**src/rtl/stereo_param_link_if.sv**
```systemverilog
// Link-side signals of stereo_param_link: the master modport is the transmit side and the
// slave modport is the receive side. One instance can feed both ports of the block.
interface stereo_param_link_if #(
  parameter int PAYLOAD_W = 65
);
  logic [PAYLOAD_W-1:0] TX_PAYLOAD;
  logic                 TX_BUSY;
  logic                 TX_DONE;
  logic                 SCL_OUT;
  logic                 SDA_OUT;
  logic                 LINK_OE;
  logic                 SCL_IN;
  logic                 SDA_IN;
  logic [PAYLOAD_W-1:0] RX_PAYLOAD;
  logic                 RX_VALID;
  logic                 RX_ERR;
  logic [15:0]          ERR_CNT;
  logic                 LINK_UP;

  modport master (input TX_PAYLOAD, output TX_BUSY, TX_DONE, SCL_OUT, SDA_OUT, LINK_OE);
  modport slave  (input SCL_IN, SDA_IN, output RX_PAYLOAD, RX_VALID, RX_ERR, ERR_CNT, LINK_UP);
endinterface

```
**src/rtl/stereo_param_link.sv**
```systemverilog
// Two-wire camera parameter link: master serialises start/sync/payload/CRC-8/stop frames on a
// divided SCL; slave oversamples SCL/SDA, checks sync, CRC and stop, and tracks link health.
module stereo_param_link #(
  parameter int                PAYLOAD_W = 65,
  parameter int                SYNC_W    = 7,
  parameter logic [SYNC_W-1:0] SYNC_WORD = 7'd42,
  parameter int                HALF_DIV  = 4,
  parameter int                GAP_BITS  = 50,
  parameter int                TIMEOUT   = 1024
) (
  input  logic                CLK,
  input  logic                RESET,
  input  logic                MODE_SLAVE,
  stereo_param_link_if.master mst,
  stereo_param_link_if.slave  slv
);
  localparam int D_W   = SYNC_W + PAYLOAD_W;
  localparam int F_W   = D_W + 10;
  localparam int IDX_W = $clog2(F_W + 1);
  localparam int HC_W  = $clog2(HALF_DIV);
  localparam int GC_W  = $clog2(GAP_BITS + 1);
  localparam int TO_W  = $clog2(TIMEOUT + 1);

  localparam logic [IDX_W-1:0] I_DLAST = IDX_W'(D_W);
  localparam logic [IDX_W-1:0] I_CLAST = IDX_W'(D_W + 8);
  localparam logic [IDX_W-1:0] I_STOP  = IDX_W'(F_W - 1);
  localparam logic [HC_W-1:0]  H_LAST  = HC_W'(HALF_DIV - 1);
  localparam logic [GC_W-1:0]  G_LAST  = GC_W'(GAP_BITS - 1);
  localparam logic [TO_W-1:0]  T_LAST  = TO_W'(TIMEOUT - 1);
  localparam logic [TO_W-1:0]  T_MAX   = TO_W'(TIMEOUT);

  function automatic logic [7:0] crc8_step(input logic [7:0] c, input logic b);
    crc8_step = {c[6:0], 1'b0} ^ ((c[7] ^ b) ? 8'h07 : 8'h00);
  endfunction

  typedef enum logic {M_GAP, M_TX} m_state_t;
  m_state_t         m_state_q, m_state_d;
  logic [HC_W-1:0]  half_q;
  logic             scl_q, sda_q, sda_d, done_q, done_d, oe_q;
  logic [GC_W-1:0]  gap_q, gap_d;
  logic [IDX_W-1:0] idx_q, idx_d;
  logic [D_W-1:0]   dsr_q, dsr_d;
  logic [7:0]       crc_q, crc_d;
  logic             fall;

  // Everything on the master side advances only on the SCL falling edge about to happen.
  assign fall = (half_q == H_LAST) && scl_q;

  always_comb begin
    m_state_d = m_state_q;
    sda_d     = sda_q;
    gap_d     = gap_q;
    idx_d     = idx_q;
    dsr_d     = dsr_q;
    crc_d     = crc_q;
    done_d    = 1'b0;
    if (fall) begin
      case (m_state_q)
        M_GAP: begin
          if (gap_q == G_LAST) begin
            m_state_d = M_TX;
            sda_d     = 1'b0;
            idx_d     = IDX_W'(1);
            dsr_d     = {mst.TX_PAYLOAD, SYNC_WORD};
            crc_d     = 8'h00;
            gap_d     = '0;
          end else begin
            gap_d = gap_q + GC_W'(1);
          end
        end
        M_TX: begin
          idx_d = idx_q + IDX_W'(1);
          if (idx_q <= I_DLAST) begin
            sda_d = dsr_q[0];
            dsr_d = dsr_q >> 1;
            crc_d = crc8_step(crc_q, dsr_q[0]);
          end else if (idx_q <= I_CLAST) begin
            sda_d = crc_q[0];
            crc_d = crc_q >> 1;
          end else if (idx_q == I_STOP) begin
            sda_d = 1'b1;
          end else begin
            m_state_d = M_GAP;
            done_d    = 1'b1;
            idx_d     = '0;
          end
        end
        default: m_state_d = M_GAP;
      endcase
    end
  end

  always_ff @(posedge CLK or posedge RESET) begin
    if (RESET) begin
      m_state_q <= M_GAP; half_q <= '0; scl_q <= 1'b1; sda_q <= 1'b1; done_q <= 1'b0;
      gap_q <= '0; idx_q <= '0; dsr_q <= '0; crc_q <= '0; oe_q <= 1'b0;
    end else if (MODE_SLAVE) begin
      m_state_q <= M_GAP; half_q <= '0; scl_q <= 1'b1; sda_q <= 1'b1; done_q <= 1'b0;
      gap_q <= '0; idx_q <= '0; dsr_q <= '0; crc_q <= '0; oe_q <= 1'b0;
    end else begin
      m_state_q <= m_state_d;
      half_q    <= (half_q == H_LAST) ? '0 : half_q + HC_W'(1);
      scl_q     <= (half_q == H_LAST) ? ~scl_q : scl_q;
      sda_q     <= sda_d;
      done_q    <= done_d;
      gap_q     <= gap_d;
      idx_q     <= idx_d;
      dsr_q     <= dsr_d;
      crc_q     <= crc_d;
      oe_q      <= 1'b1;
    end
  end

  assign mst.TX_BUSY = (m_state_q == M_TX);
  assign mst.TX_DONE = done_q;
  assign mst.SCL_OUT = scl_q;
  assign mst.SDA_OUT = sda_q;
  assign mst.LINK_OE = oe_q;

  // Synchronisers idle high so a reset never fakes an SCL edge or a start bit.
  logic scl_m, scl_s, scl_p, sda_m, sda_s, rise;
  always_ff @(posedge CLK or posedge RESET) begin
    if (RESET) begin
      scl_m <= 1'b1; scl_s <= 1'b1; scl_p <= 1'b1; sda_m <= 1'b1; sda_s <= 1'b1;
    end else begin
      scl_m <= slv.SCL_IN; scl_s <= scl_m; scl_p <= scl_s;
      sda_m <= slv.SDA_IN; sda_s <= sda_m;
    end
  end
  assign rise = scl_s & ~scl_p;

  typedef enum logic [1:0] {S_HUNT, S_RX, S_CHECK} s_state_t;
  s_state_t             s_state_q, s_state_d;
  logic [IDX_W-1:0]     cnt_q, cnt_d;
  logic [F_W-2:0]       sr_q, sr_d;
  logic [7:0]           rcrc_q, rcrc_d;
  logic [TO_W-1:0]      to_q, to_d;
  logic [PAYLOAD_W-1:0] pay_q, pay_d;
  logic                 vld_q, vld_d, err_q, err_d, up_q, up_d, tmo, bump, good;
  logic [15:0]          ecnt_q, ecnt_d;

  // sr_q holds every bit after the start bit, first-received at bit 0.
  assign tmo  = !rise && (to_q == T_LAST);
  assign good = (sr_q[SYNC_W-1:0] == SYNC_WORD) && (sr_q[D_W+7:D_W] == rcrc_q) && sr_q[F_W-2];

  always_comb begin
    s_state_d = s_state_q;
    cnt_d     = cnt_q;
    sr_d      = sr_q;
    rcrc_d    = rcrc_q;
    pay_d     = pay_q;
    up_d      = up_q;
    vld_d     = 1'b0;
    err_d     = 1'b0;
    bump      = 1'b0;
    to_d      = rise ? '0 : ((to_q == T_MAX) ? to_q : to_q + TO_W'(1));
    if (tmo) up_d = 1'b0;
    case (s_state_q)
      S_HUNT: begin
        if (rise && !sda_s) begin
          s_state_d = S_RX;
          cnt_d     = IDX_W'(1);
          rcrc_d    = 8'h00;
        end
      end
      S_RX: begin
        if (rise) begin
          sr_d  = {sda_s, sr_q[F_W-2:1]};
          cnt_d = cnt_q + IDX_W'(1);
          if (cnt_q <= I_DLAST) rcrc_d = crc8_step(rcrc_q, sda_s);
          if (cnt_q == I_STOP) s_state_d = S_CHECK;
        end else if (tmo) begin
          s_state_d = S_HUNT;
          err_d     = 1'b1;
          bump      = 1'b1;
        end
      end
      S_CHECK: begin
        s_state_d = S_HUNT;
        if (good) begin
          pay_d = sr_q[D_W-1:SYNC_W];
          vld_d = 1'b1;
          up_d  = 1'b1;
        end else begin
          err_d = 1'b1;
          bump  = 1'b1;
          up_d  = 1'b0;
        end
      end
      default: s_state_d = S_HUNT;
    endcase
    ecnt_d = (bump && ecnt_q != 16'hFFFF) ? ecnt_q + 16'd1 : ecnt_q;
  end

  always_ff @(posedge CLK or posedge RESET) begin
    if (RESET) begin
      s_state_q <= S_HUNT; cnt_q <= '0; sr_q <= '0; rcrc_q <= '0; to_q <= '0;
      pay_q <= '0; vld_q <= 1'b0; err_q <= 1'b0; up_q <= 1'b0; ecnt_q <= '0;
    end else if (!MODE_SLAVE) begin
      s_state_q <= S_HUNT; to_q <= '0; vld_q <= 1'b0; err_q <= 1'b0; up_q <= 1'b0;
    end else begin
      s_state_q <= s_state_d;
      cnt_q     <= cnt_d;
      sr_q      <= sr_d;
      rcrc_q    <= rcrc_d;
      to_q      <= to_d;
      pay_q     <= pay_d;
      vld_q     <= vld_d;
      err_q     <= err_d;
      up_q      <= up_d;
      ecnt_q    <= ecnt_d;
    end
  end

  assign slv.RX_PAYLOAD = pay_q;
  assign slv.RX_VALID   = vld_q;
  assign slv.RX_ERR     = err_q;
  assign slv.ERR_CNT    = ecnt_q;
  assign slv.LINK_UP    = up_q;
endmodule

```
**src/flat_wrapper.sv**
```systemverilog
// flat-port wrapper written by rule: the top's interface ports become plain ports
module stereo_param_link_flat 
#(
  parameter int                PAYLOAD_W = 65,
  parameter int                SYNC_W    = 7,
  parameter logic [SYNC_W-1:0] SYNC_WORD = 7'd42,
  parameter int                HALF_DIV  = 4,
  parameter int                GAP_BITS  = 50,
  parameter int                TIMEOUT   = 1024
)
  (CLK, RESET, MODE_SLAVE, mst_TX_PAYLOAD, mst_TX_BUSY, mst_TX_DONE, mst_SCL_OUT, mst_SDA_OUT, mst_LINK_OE, slv_SCL_IN, slv_SDA_IN, slv_RX_PAYLOAD, slv_RX_VALID, slv_RX_ERR, slv_ERR_CNT, slv_LINK_UP);
  stereo_param_link_if #(.PAYLOAD_W(PAYLOAD_W)) mst_i ();
  stereo_param_link_if #(.PAYLOAD_W(PAYLOAD_W)) slv_i ();
  input  logic CLK;
  input  logic RESET;
  input  logic MODE_SLAVE;
  input wire logic [$bits(mst_i.TX_PAYLOAD)-1:0] mst_TX_PAYLOAD;
  output wire logic [$bits(mst_i.TX_BUSY)-1:0] mst_TX_BUSY;
  output wire logic [$bits(mst_i.TX_DONE)-1:0] mst_TX_DONE;
  output wire logic [$bits(mst_i.SCL_OUT)-1:0] mst_SCL_OUT;
  output wire logic [$bits(mst_i.SDA_OUT)-1:0] mst_SDA_OUT;
  output wire logic [$bits(mst_i.LINK_OE)-1:0] mst_LINK_OE;
  input wire logic [$bits(slv_i.SCL_IN)-1:0] slv_SCL_IN;
  input wire logic [$bits(slv_i.SDA_IN)-1:0] slv_SDA_IN;
  output wire logic [$bits(slv_i.RX_PAYLOAD)-1:0] slv_RX_PAYLOAD;
  output wire logic [$bits(slv_i.RX_VALID)-1:0] slv_RX_VALID;
  output wire logic [$bits(slv_i.RX_ERR)-1:0] slv_RX_ERR;
  output wire logic [$bits(slv_i.ERR_CNT)-1:0] slv_ERR_CNT;
  output wire logic [$bits(slv_i.LINK_UP)-1:0] slv_LINK_UP;
  assign mst_i.TX_PAYLOAD = mst_TX_PAYLOAD;
  assign mst_TX_BUSY = mst_i.TX_BUSY;
  assign mst_TX_DONE = mst_i.TX_DONE;
  assign mst_SCL_OUT = mst_i.SCL_OUT;
  assign mst_SDA_OUT = mst_i.SDA_OUT;
  assign mst_LINK_OE = mst_i.LINK_OE;
  assign slv_i.SCL_IN = slv_SCL_IN;
  assign slv_i.SDA_IN = slv_SDA_IN;
  assign slv_RX_PAYLOAD = slv_i.RX_PAYLOAD;
  assign slv_RX_VALID = slv_i.RX_VALID;
  assign slv_RX_ERR = slv_i.RX_ERR;
  assign slv_ERR_CNT = slv_i.ERR_CNT;
  assign slv_LINK_UP = slv_i.LINK_UP;
  stereo_param_link #(.PAYLOAD_W(PAYLOAD_W), .SYNC_W(SYNC_W), .SYNC_WORD(SYNC_WORD), .HALF_DIV(HALF_DIV), .GAP_BITS(GAP_BITS), .TIMEOUT(TIMEOUT)) u_core (.CLK(CLK), .RESET(RESET), .MODE_SLAVE(MODE_SLAVE), .mst(mst_i), .slv(slv_i));
endmodule
```
**config.mk**
```make
export PLATFORM = sky130hd
export DESIGN_NAME = stereo_param_link_flat
export DESIGN_NICKNAME = d
export VERILOG_FILES = /design/src/rtl/stereo_param_link_if.sv /design/src/rtl/stereo_param_link.sv /design/src/flat_wrapper.sv
export SDC_FILE = /design/constraint.sdc
export NUM_CORES = 1
export LEC_CHECK = 0
export ABC_AREA = 1
export BUFFER_PORTS_ARGS = -buffer_cell sky130_fd_sc_hd__buf_2
export CORE_MARGIN = 8
export CORE_UTILIZATION = 58
export DETAILED_ROUTE_END_ITERATION = 8
export GPL_TIMING_DRIVEN = 0
export PLACE_DENSITY = 0.8
export SYNTH_ARGS = -nofsm -noshare
export SYNTH_HDL_FRONTEND = slang
export SYNTH_SLANG_ARGS = --single-unit
```
**constraint.sdc**
```tcl
create_clock -name CLK -period 10.15 [get_ports CLK]
set_input_delay 0.5075 -clock CLK [delete_from_list [all_inputs] [get_ports CLK]]
set_output_delay 0.5075 -clock CLK [all_outputs]
set_load 0.02 [all_outputs]
```
## Yosys cells after proc, flatten, opt, wreduce, memory -nomap -nowiden

Cells that the tools add are included.

- Input bits: 70
- Output and inout bits: 89
- Register bits after elaboration: 298
- Word-level logic and storage cells: 165

- Reduce and logical (&&, ||, !) cells: 23
- Equal/unequal tests: 24
- Bitwise logic cells: 8
- Add/subtract/negate cells: 6
- Magnitude comparators: 3
- Mux-type cells: 76

Operators with widths:

| operator | number |
|---|---|
| 72-bit two-way mux | 4 |
| 72-bit one-hot mux with 2 select lines | 1 |
| 8-bit two-way mux | 8 |
| 7-bit two-way mux | 8 |
| 11-bit two-way mux | 3 |
| 8-bit one-hot mux with 2 select lines | 2 |
| 1-bit two-way mux | 31 |
| 7-bit one-hot mux with 2 select lines | 2 |
| 6-bit two-way mux | 4 |
| 7-bit <= comparator (second input constant) | 3 |
| 3-bit AND reduction | 6 |
| 16-bit by 1-bit adder with 16-bit output (second input constant) | 1 |
| 16-bit inequality test (second input constant) | 1 |
| 8-bit XOR | 2 |
| 7-bit by 1-bit adder with 7-bit output (second input constant) | 2 |
| 7-bit equality test (second input constant) | 2 |
| 2-bit two-way mux | 7 |
| 11-bit by 1-bit adder with 11-bit output (second input constant) | 1 |
| 11-bit by 10-bit equality test with 1-bit output (second input constant) | 1 |
| 11-bit equality test (second input constant) | 1 |
| 3-bit by 2-bit inequality test with 1-bit output (second input constant) | 3 |
| 8-bit equality test | 1 |
| 4-bit inequality test (second input constant) | 2 |
| 7-bit by 6-bit equality test with 1-bit output (second input constant) | 1 |
| other kinds (24) | 43 |

## Longest topological paths before layout

Gate-level depths: netlist of the first run.

- Depth in word-level cells: 9
- Depth in mapped cells: 12
- Gate-level depth less buffers: 12

## Worst setup path before layout of the first run

OpenSTA, ideal clock, no wires.

- Path type: register to register
- Start point: reg u_core.ecnt_q[0], in the netlist u_core.slv.ERR_CNT[0]
- End point: reg u_core.ecnt_q[5], in the netlist u_core.slv.ERR_CNT[5]
- Slack: 8.380 ns
- Period minus slack after synthesis: 1.770 ns
- Library setup time: 0.118 ns
- Data arrival time: 1.653 ns
- Cell stages (with the launch flop): 10
- Buffers on the path: 1
- Required time: 10.032 ns
- Cell sequence: dfrtp_1 ha_1 nand3_1 nor3_2 nand3b_1 nor2_1 inv_2 clkbuf_1 nand4_1 nand2_1

- Word-level cells in the longest chain between the ends: 3
- Elaborated cells on any way between the ends: 4
- Those cells by class: 1 x add/sub; 1 x eq/ne; 2 x reduce/logical

RTL lines:

| what | RTL line | text |
|---|---|---|
| start: declaration | stereo_param_link.sv:140 | `logic [15:0] ecnt_q, ecnt_d;` |
| start signal: assignment | stereo_param_link.sv:211 | `ecnt_q <= ecnt_d;` |
| parallel branches: the longest is 3 deep, another holds 16-bit by 1-bit adder with 16-bit output | n/a |  |

Several ways; the timed one is not identified.
A chain may end at the register's enable or synchronous reset.

## Worst setup path in the final report of the first run

- Start point: reg u_core.s_state_q[1]
- End point: reg u_core.sr_q[57]

- Word-level cells in the longest chain between the ends: 2

RTL lines:

| what | RTL line | text |
|---|---|---|
| start: declaration | stereo_param_link.sv:133 | `s_state_t s_state_q, s_state_d;` |
| start signal: assignment | stereo_param_link.sv:202 | `s_state_q <= s_state_d;` |
| 2-bit by 1-bit equality test with 1-bit output | stereo_param_link.sv:158 | `case (s_state_q)` |
| 3-bit AND reduction (no line) | n/a |  |
| end signal: assignment | stereo_param_link.sv:204 | `sr_q <= sr_d;` |
| end: declaration | stereo_param_link.sv:135 | `logic [F_W-2:0] sr_q, sr_d;` |

Every way passes these cells.

==> impl_summary.md, run 1 <==
Pwr
The post-route total power is 2.90 mW. VDD sags by at most 0.000134 V. The standby leakage power is 7.42 nW. The areal power density over the cells is 190 nW/um^2.

Synth
The mapped cell area is 13000 sq um. The arithmetic-cell share of the synthesized area counting full adders, half adders and majority gates is 1.54%. The number of distinct library cell variants in the gate-level netlist after synthesis is 42. The mean cell area of the mapped netlist is 9.03 sq um. After Yosys synthesis, and, or, nand and nor cells account for 17.5% of the synthesized area. The main combinational cell family by area after synthesis is simple AND/OR/NAND/NOR gates. Synthesis inferred 298 register bits. Of the total synthesized cell area, the portion taken by XOR and XNOR cells is 1.48%. The portion of the post-synthesis area used by sequential elements is 57.4%. The fraction of the mapped netlist area in compound gates is 14.9%. The synthesized netlist cell count is 1440.

The count of synthesis-stage warnings from yosys is 0. Synthesis produced a netlist with a net count of 1526. The fraction of synthesized area in multiplexers is 0%. The cell type with the highest aggregate area in the netlist is sky130_fd_sc_hd__dfrtp_1. After synthesis, the cell types taking the most area are sky130_fd_sc_hd__dfrtp_1, sky130_fd_sc_hd__nand2_1, sky130_fd_sc_hd__o21ai_0. The proportion of netlist area held by the largest area contributor is 56.0%.

Timing
The tightest hold margin is 0.0454 ns. The number of hold violations in the final report is 0. Setup repair after global routing left no endpoint under its margin. The number of setup violations in the final report is 0.

Once routing completed, OpenROAD measured the worst setup slack at 7.86 ns. Timing would allow up to 436 MHz. The count of pins over their slew limit is 0. The post-route clock skew is 0.0161 ns. The clock period could shrink to 2.29 ns. For the pin with the worst max-slew slack, the measured transition is 0.665 ns. The share of the cycle needed by the critical path after routing is 22.6%. Measured against its own limit, the worst slew margin works out to 55.6%.

Setup path
The signal on the critical path passes through inv_1 -> ha_1 -> nand2_1 -> inv_2 -> nand2_4 -> clkbuf_1 -> clkbuf_1 -> o21ai_0. The kind of end point of the critical path is a register. The endpoint arrival time on the critical path is 2.71 ns. The worst register-to-register path begins at u_core.s_state_q[1]$_DFFE_PP0P_. STA classifies the critical path startpoint as a register. The required time at the worst-slack endpoint is 10.56 ns. The path type of the worst setup path is reg -> reg. Tracing the worst setup path back leads to its startpoint at u_core.s_state_q[1]$_DFFE_PP0P_. The slowest library cell on the worst path is sky130_fd_sc_hd__clkbuf_1. The largest fanout on the critical path is 10. For this run, the slowest stage of the critical path takes 0.51 ns. Counting stages on the worst path, the most repeated cell is sky130_fd_sc_hd__clkbuf_1.

Die
The horizontal die dimension is 166 um. After floorplanning, the core was sized to cover 21900 sq um. The starting density of the core is 59.4%. In this run the core area contains 54 standard-cell rows.

The floorplan step set the die height to 166 um. The I/O pin count is 159. The die covers 27500 sq um.

Clock tree
In this run the number of H-tree levels came out at 1. The clock transition at the registers of the reported paths is 0.06 ns. Once the clock tree was built, the resizer swapped 0 gates to a different size. Counting the buffers created by CTS gives 30.

The root buffer cell is sky130_fd_sc_hd__clkbuf_16. The worst-skew pair later-pin latency is 0.56 ns. The TritonCTS clock tree is yes. Counting every sink on the clock net gives 298. The longest clock path from root to sink contains 3 buffers.

Route
The total via count in the routed design is 10600. The average vias per placed instance is 5.49. Summed over all layers, the routed wires come to 30.7 mm.

The antenna violation net count after detailed routing is 0. Dividing the detail-routed wire length by the instance count gives 15.8 um. The length of the first detailed-routing pass in iterations is 5. After the first detailed-routing iteration, the DRC count stood at 896. After detailed routing, the number of remaining DRC violations is 0.

GRT
The total congestion overflow after global routing is 0. Global routing used 22.3% of the available tracks. The first global-routing pass estimated 52.6 mm of wire. The number of global-route vias before repair was 10500.

The initial antenna violation count is 8. The maximum number of pins on one net before global-route repair is 135.

Cells and area
The area growth from synthesis to layout is 17.6%. The net count of the finished layout is 1719. In the layout the commonest cells are sky130_fd_sc_hd__nand2_1, sky130_fd_sc_hd__dfrtp_1, sky130_fd_sc_hd__o21ai_0. Leaving out fill and tap cells, the most frequent cell in the layout is sky130_fd_sc_hd__nand2_1.

The final instance count without filler cells is 1939. The fraction of final layout cells with drive strength greater than 1 is 16.7%.

Min path
The source of the worst hold timing path is slv_SDA_IN. In this run the worst hold path is classified as in -> reg.

Status
The flow ran to the end, and the final reports show no timing, DRC or antenna violations.

Placed design
Timing analysis after detailed placement gives a worst setup slack of 7.87 ns. Once placement completed, the tool counted placed cells totaling 1880. The half-perimeter wire length after detailed placement is 21.0 mm. Buffers placed on the I/O ports in this run total 158.

The routability congestion estimate is 0.918.

Job
The total of max-cap violations is 0.
==> per-stage QoR <==
step	cell area, sq um	utilization, %	setup TNS, ns
finish	15300	69.9	0
global route	15300	69.8	0
CTS	15300	69.8	0
detailed placement	14200	64.9	0
global placement	14100	64.6	-443.27
floorplan	13000	-	0
==> kinds of logic (layout without fill, tap and decap cells) <==
family | count (synthesis) | in the layout
DFF | 298 | 298
AOI/OAI and AO/OA | 341 | 341
buffers and inverters | 222 | 436
other | 0 | 5
xor gates and xnor gates | 22 | 22
and+or+nand+nor | 541 | 541
adders and majority gates | 16 | 16
==> metal layers <==
layer | vias up | global-route usage [%] | wire [um]
li1 | 5121 | - | -
met1 | 5133 | 29.2 | 13400
met2 | 307 | 36.3 | 14400
met3 | 76 | 5.18 | 1980
met4 | 8 | 6.90 | 907
met5 | - | 0 | 35
==> cells in the mapped netlist, drive strengths merged <==
| cell | number |
|---|---|
| nor2 | 52 |
| a22oi | 66 |
| dfrtp | 291 |
| xor2 | 16 |
| a211oi | 1 |
| xnor2 | 6 |
| or2 | 1 |
| clkbuf | 36 |
| inv | 152 |
| ha | 16 |
| a21oi | 10 |
| nand4 | 29 |
| buf | 32 |
| o21bai | 1 |
| o31ai | 3 |
| nand3 | 37 |
| nor4 | 1 |
| a31oi | 3 |
| dfstp | 7 |
| o22ai | 7 |
| nand3b | 1 |
| o21ai | 244 |
| nand2 | 406 |
| clkinv | 2 |
| o211ai | 5 |
| nor3 | 14 |
| o32ai | 1 |
==> worst max-delay path: cells and delay by family (launching register included) <==
kind,cells,cell delay [ns]
AOI/OAI and AO/OA,1,0.16
buffers and inverters,4,1.07
and+or+nand+nor,2,0.24
DFF,1,0.36
adders and majority gates,1,0.29
==> sequential cells by signal, summed over array words and instances (netlist names), 2 cells and up <==
register,count
u_core.rcrc_q,8
u_core.idx_q,7
u_core.half_q,2
u_core.sr_q,81
u_core.cnt_q,7
u_core.crc_q,8
u_core.dsr_q,72
u_core.to_q,11
u_core.gap_q,6
u_core.s_state_q,2
u_core.slv.ERR_CNT,16
u_core.slv.RX_PAYLOAD,65
==> power breakdown <==
group	internal (mW)	switching, mW	total (mW)
logic	0.122	0.237	0.359
registers	1.29	0.0700	1.36
clock network	0.731	0.451	1.18
total	2.14	0.758	2.90
==> final cells by class <==
class / instances / area, sq um
repair buffers: 161 / 856
plain buffers: 68 / 363
well taps: 280 / 350
clock inverters: 10 / 214
clock buffers: 43 / 850
flip-flops and latches: 298 / 7470
fillers: 1646 / 6600
inverters: 154 / 586
diodes: 5 / 12.5
multi-input cells: 920 / 4600
==> final timing paths <==
path / end / slack, ns / depth (start not counted)
setup reg to reg: u_core.sr_q[57]$_DFFE_PP0P_ / 7.86 / 8
hold / removal: u_core.sda_m$_DFF_PP1_ / 0.05 / 1
hold reg to reg: u_core.scl_s$_DFF_PP1_ / 0.36 / 0
setup / recovery: u_core.sr_q[57]$_DFFE_PP0P_ / 7.86 / 8
max in group asynchronous: u_core.scl_m$_DFF_PP1_ / 8.22 / 5
min in group asynchronous: u_core.slv.ERR_CNT[5]$_DFFE_PP0P_ / 0.50 / 3
==> repair_timing <==
item                      in CTS  in global routing
hold endpoints to repair      50                  0
setup buffers                  0                  0
hold buffers                   1                  0
No activity file was read; power rests on OpenSTA's default activity.
==> run 2, diff against run 1 <==
--- a/config.mk
+++ b/config.mk
@@ -8,10 +8,10 @@
 export ABC_AREA = 1
 export BUFFER_PORTS_ARGS = -buffer_cell sky130_fd_sc_hd__buf_2
 export CORE_MARGIN = 8
-export CORE_UTILIZATION = 58
+export CORE_UTILIZATION = 53
 export DETAILED_ROUTE_END_ITERATION = 8
 export GPL_TIMING_DRIVEN = 0
-export PLACE_DENSITY = 0.8
+export PLACE_DENSITY = 0.77
 export SYNTH_ARGS = -nofsm -noshare
 export SYNTH_HDL_FRONTEND = slang
 export SYNTH_SLANG_ARGS = --single-unit
==> constraint.sdc (replaced) <==
create_clock -name CLK -period 2 [get_ports CLK]
set_input_delay 0.1 -clock CLK [delete_from_list [all_inputs] [get_ports CLK]]
set_output_delay 0.1 -clock CLK [all_outputs]
set_load 0.02 [all_outputs]
==> impl_summary.md, run 2 (synthesis gave the netlist of run 1 again) <==
Timing
The post-route clock skew is 0.0177 ns (was 0.0161 ns). The tightest hold margin is 0.0654 ns (was 0.0454 ns). The number of hold violations in the final report is 0 (unchanged). The share of the cycle needed by the critical path after routing is 96.0% (was 22.6%). The post-route minimum period is 1.92 ns (was 2.29 ns). The number of setup violations in the final report was 0 (unchanged). The worst-case headroom to the max-slew limit came to 64.2% (was 55.6%). The worst-margin pin slew is 0.536 ns (was 0.665 ns). The count of pins over their slew limit is 0 (unchanged).

The maximum operating frequency came to 521 MHz (was 436 MHz).

Min path
The number of cells on the worst hold path is 3 (was 1). The source of the worst hold timing path was MODE_SLAVE (was slv_SDA_IN). The class of the tightest hold or removal check was in -> reg (unchanged).

The worst-case hold path end point is u_core.gap_q[1]$_DFFE_PP0P_ (was u_core.sda_m$_DFF_PP1_).

Route
The length of the first detailed-routing pass in iterations is 5 (unchanged). The antenna violation net count after detailed routing was 0 (unchanged). The total via count in the routed design is 11300 (was 10600). The average vias per placed instance is 5.44 (was 5.49). The met3 wire length is 2.35 mm (was 1.98 mm).

The post-route DRC violation count is 0 (unchanged). The met2 layer wire length in the routed design was 16.8 mm (was 14.4 mm). The per-cell routed wire length was 16.5 um (was 15.8 um).

The top metal layer carrying routed signals is met4 (was met5). The post-route met1 wirelength was 14.2 mm (was 13.4 mm). The wire length after detailed routing is 34.2 mm (was 30.7 mm). The first-iteration detailed-routing DRC count is 853 (was 896).

Die
The overall die height is 173 um (was 166 um). The horizontal die dimension is 173 um (was 166 um). The I/O pin count is 159 (unchanged). The starting density of the core is 53.8% (was 59.4%).

The area of the placeable core was 24200 sq um (was 21900 sq um). The count of standard-cell rows is 57 (was 54). The area of the die was 29800 sq um (was 27500 sq um).

Pwr
The standby leakage power is 7.94 nW (was 7.42 nW). The peak supply drop is 0.000770 V (was 0.000134 V). The areal power density over the cells came to 956 nW/um^2 (was 190 nW/um^2).

GRT
The total global-route track usage is 22.6% (was 22.3%). The total congestion overflow after global routing came to 0 (unchanged). The initial antenna violation count is 0 (was 8). The global-route wire length before repair is 57.0 mm (was 52.6 mm). The maximum number of pins on one net before global-route repair is 43 (was 135). The number of global-route vias before repair came to 11200 (was 10500).

Setup path
The kind of end point of the critical path is a register (unchanged). Cells along the critical path: inv_1 -> ha_1 -> nand4_1 -> nand2_2 -> nand2_4 -> inv_2 -> nand2_8 -> buf_8 -> buf_6 -> nand2_1 -> o21ai_0 (was inv_1 -> ha_1 -> nand2_1 -> inv_2 -> nand2_4 -> clkbuf_1 -> clkbuf_1 -> o21ai_0). The required time at the worst-slack endpoint came to 2.35 ns (was 10.56 ns). The slowest library cell on the worst path is sky130_fd_sc_hd__dfrtp_1 (was sky130_fd_sc_hd__clkbuf_1). The critical register-to-register path endpoint is u_core.dsr_q[28]$_DFFE_PP0P_ (was u_core.sr_q[57]$_DFFE_PP0P_).

The endpoint arrival time on the critical path is 2.27 ns (was 2.71 ns). The cell depth of the worst flop-to-flop path is 11 (was 8). The largest fanout on the critical path came to 10 (unchanged). The sort of element at the start of the critical path is a register (unchanged). The critical path's largest stage delay was 0.40 ns (was 0.51 ns). The slack of the worst reg-to-reg path is 0.08 ns (was 7.86 ns). The path type of the worst setup path is reg -> reg (unchanged). The launch instance of the worst register-to-register path is u_core.gap_q[1]$_DFFE_PP0P_ (was u_core.s_state_q[1]$_DFFE_PP0P_).

Status
Result of the run: finished clean (unchanged).

Clock tree
The number of CTS-inserted buffers is 34 (was 30). The clock transition at the registers of the reported paths is 0.06 ns (about the same). The root buffer cell is sky130_fd_sc_hd__clkbuf_16 (unchanged). The TritonCTS clock tree is yes (unchanged).

The number of buffers on the longest clock path is 3 (unchanged). The number of clock sinks was 298 (unchanged). The CTS H-tree depth is 2 (was 1). The worst-skew pair later-pin latency was 0.51 ns (was 0.56 ns).

Cells and area
The number of fill cells is 1776 (was 1646). The utilization of the core after routing was 68.0% (was 69.9%). Most used cells in the layout excluding fill and tap cells: sky130_fd_sc_hd__nand2_1, sky130_fd_sc_hd__dfrtp_1, sky130_fd_sc_hd__o21ai_0 (unchanged). The fraction of final layout cells with drive strength greater than 1 is 18.9% (was 16.7%).

The final instance count without filler cells is 2069 (was 1939). The leading cell type in the layout, fill and taps excluded is sky130_fd_sc_hd__nand2_1 (unchanged). The top register by number of flip-flops is u_core.sr_q (unchanged). The synthesis-to-finish area growth is 26.4% (was 17.6%).

The final instance area is 16400 sq um (was 15300 sq um). The final-stage net count came to 1806 (was 1719). The number of flip-flops under the largest register name was 81 (unchanged). The number of antenna diodes is 0 (was 5).

Placed design
The port buffer count is 158 (unchanged). The placed instance count was 1930 (was 1880). The routability congestion estimate is 0.881 (was 0.918).

The instance area at placement is 14400 sq um (was 14200 sq um). The half-perimeter wire length after detailed placement is 21.8 mm (was 21.0 mm).

Job
The total of max-cap violations is 0 (unchanged).
-- run 2: changes by cell type in the layout (fill, tap and decap cells not counted), moves of 4 or more --
cell / delta
sky130_fd_sc_hd__clkbuf_16: +4
sky130_fd_sc_hd__buf_4: +10
sky130_fd_sc_hd__buf_12: +8
sky130_fd_sc_hd__clkbuf_1: -20
sky130_fd_sc_hd__dlygate4sd3_1: +66
sky130_fd_sc_hd__diode_2: -5
sky130_fd_sc_hd__clkbuf_2: +15
-- run 2: worst max path at each step --
stage / start / end / slack [ns] / depth (start not counted)
floorplan: RESET / u_core.cnt_q[0]$_DFFE_PP0P_ / -2.05 / 1
global placement: RESET / u_core.slv.RX_PAYLOAD[26]$_DFFE_PP0P_ / -3.74 / 2
detailed placement: u_core.s_state_q[1]$_DFFE_PP0P_ / u_core.sr_q[80]$_DFFE_PP0P_ / -0.30 / 9
CTS: u_core.mst.TX_BUSY$_DFFE_PP0N_ / u_core.dsr_q[3]$_DFFE_PP0P_ / 0.01 / 8
global route: u_core.s_state_q[1]$_DFFE_PP0P_ / u_core.rcrc_q[4]$_DFFE_PP0P_ / -0.02 / 11
finish: u_core.gap_q[1]$_DFFE_PP0P_ / u_core.dsr_q[28]$_DFFE_PP0P_ / 0.08 / 11
-- run 2: power breakdown --
group          leakage [nW]  switching (mW)  total [mW]  internal [mW]
logic                  3.30            1.34        2.14          0.795
registers              4.05           0.376        6.92           6.55
clock network         0.590            2.50        6.65           4.15
total                  7.94            4.21        15.7           11.5
-- run 2: area by class of cell --
cell class | count | area (sq um) | share of cell area [%]
Multi-Input combinational cell | 920 | 4670 | 28.4
Clock buffer | 46 | 956 | 5.82
Timing Repair Buffer | 244 | 1700 | 10.4
Buffer | 68 | 394 | 2.40
Tap cell | 324 | 405 | 2.47
Sequential cell | 298 | 7470 | 45.4
Inverter | 154 | 586 | 3.56
Clock inverter | 15 | 250 | 1.52
-- run 2: critical path: cells and delay by family, from the launching register on --
family	cells	cell delay, ns
AO/OA/AOI/OAI	1	0.13
AND/OR/NAND/NOR	5	0.55
buffers and inverters	4	0.50
flip-flops	1	0.40
adder cells (fa/ha/maj)	1	0.15
-- run 2: through the flow --
step / worst slack, ns / setup TNS, ns / power [mW]
after floorplan: -2.05 / -604.48 / 8.26
after global placement: -3.74 / -1105.31 / 8.74
after detailed placement: -0.304 / -13.61 / 8.84
after CTS: 0.0109 / 0 / 15.6
after global routing: -0.0228 / -0.163 / 16.4
final: 0.0803 / 0 / 15.7
-- run 2: repair_timing --
item                                    in CTS  in global routing
hold buffers                                67                  0
resized for setup                            8                 44
pin swaps                                    0                  5
endpoints found under the setup margin     133                239
hold endpoints to repair                   104                  0
setup buffers                                0                 11
-- run 2: per-layer routing --
metal  global-route usage [%]  vias up
li1                         -     5285
met1                     28.5     5476
met2                     37.8      425
met3                     4.99       73
met4                     8.01        0
met5                        0        -
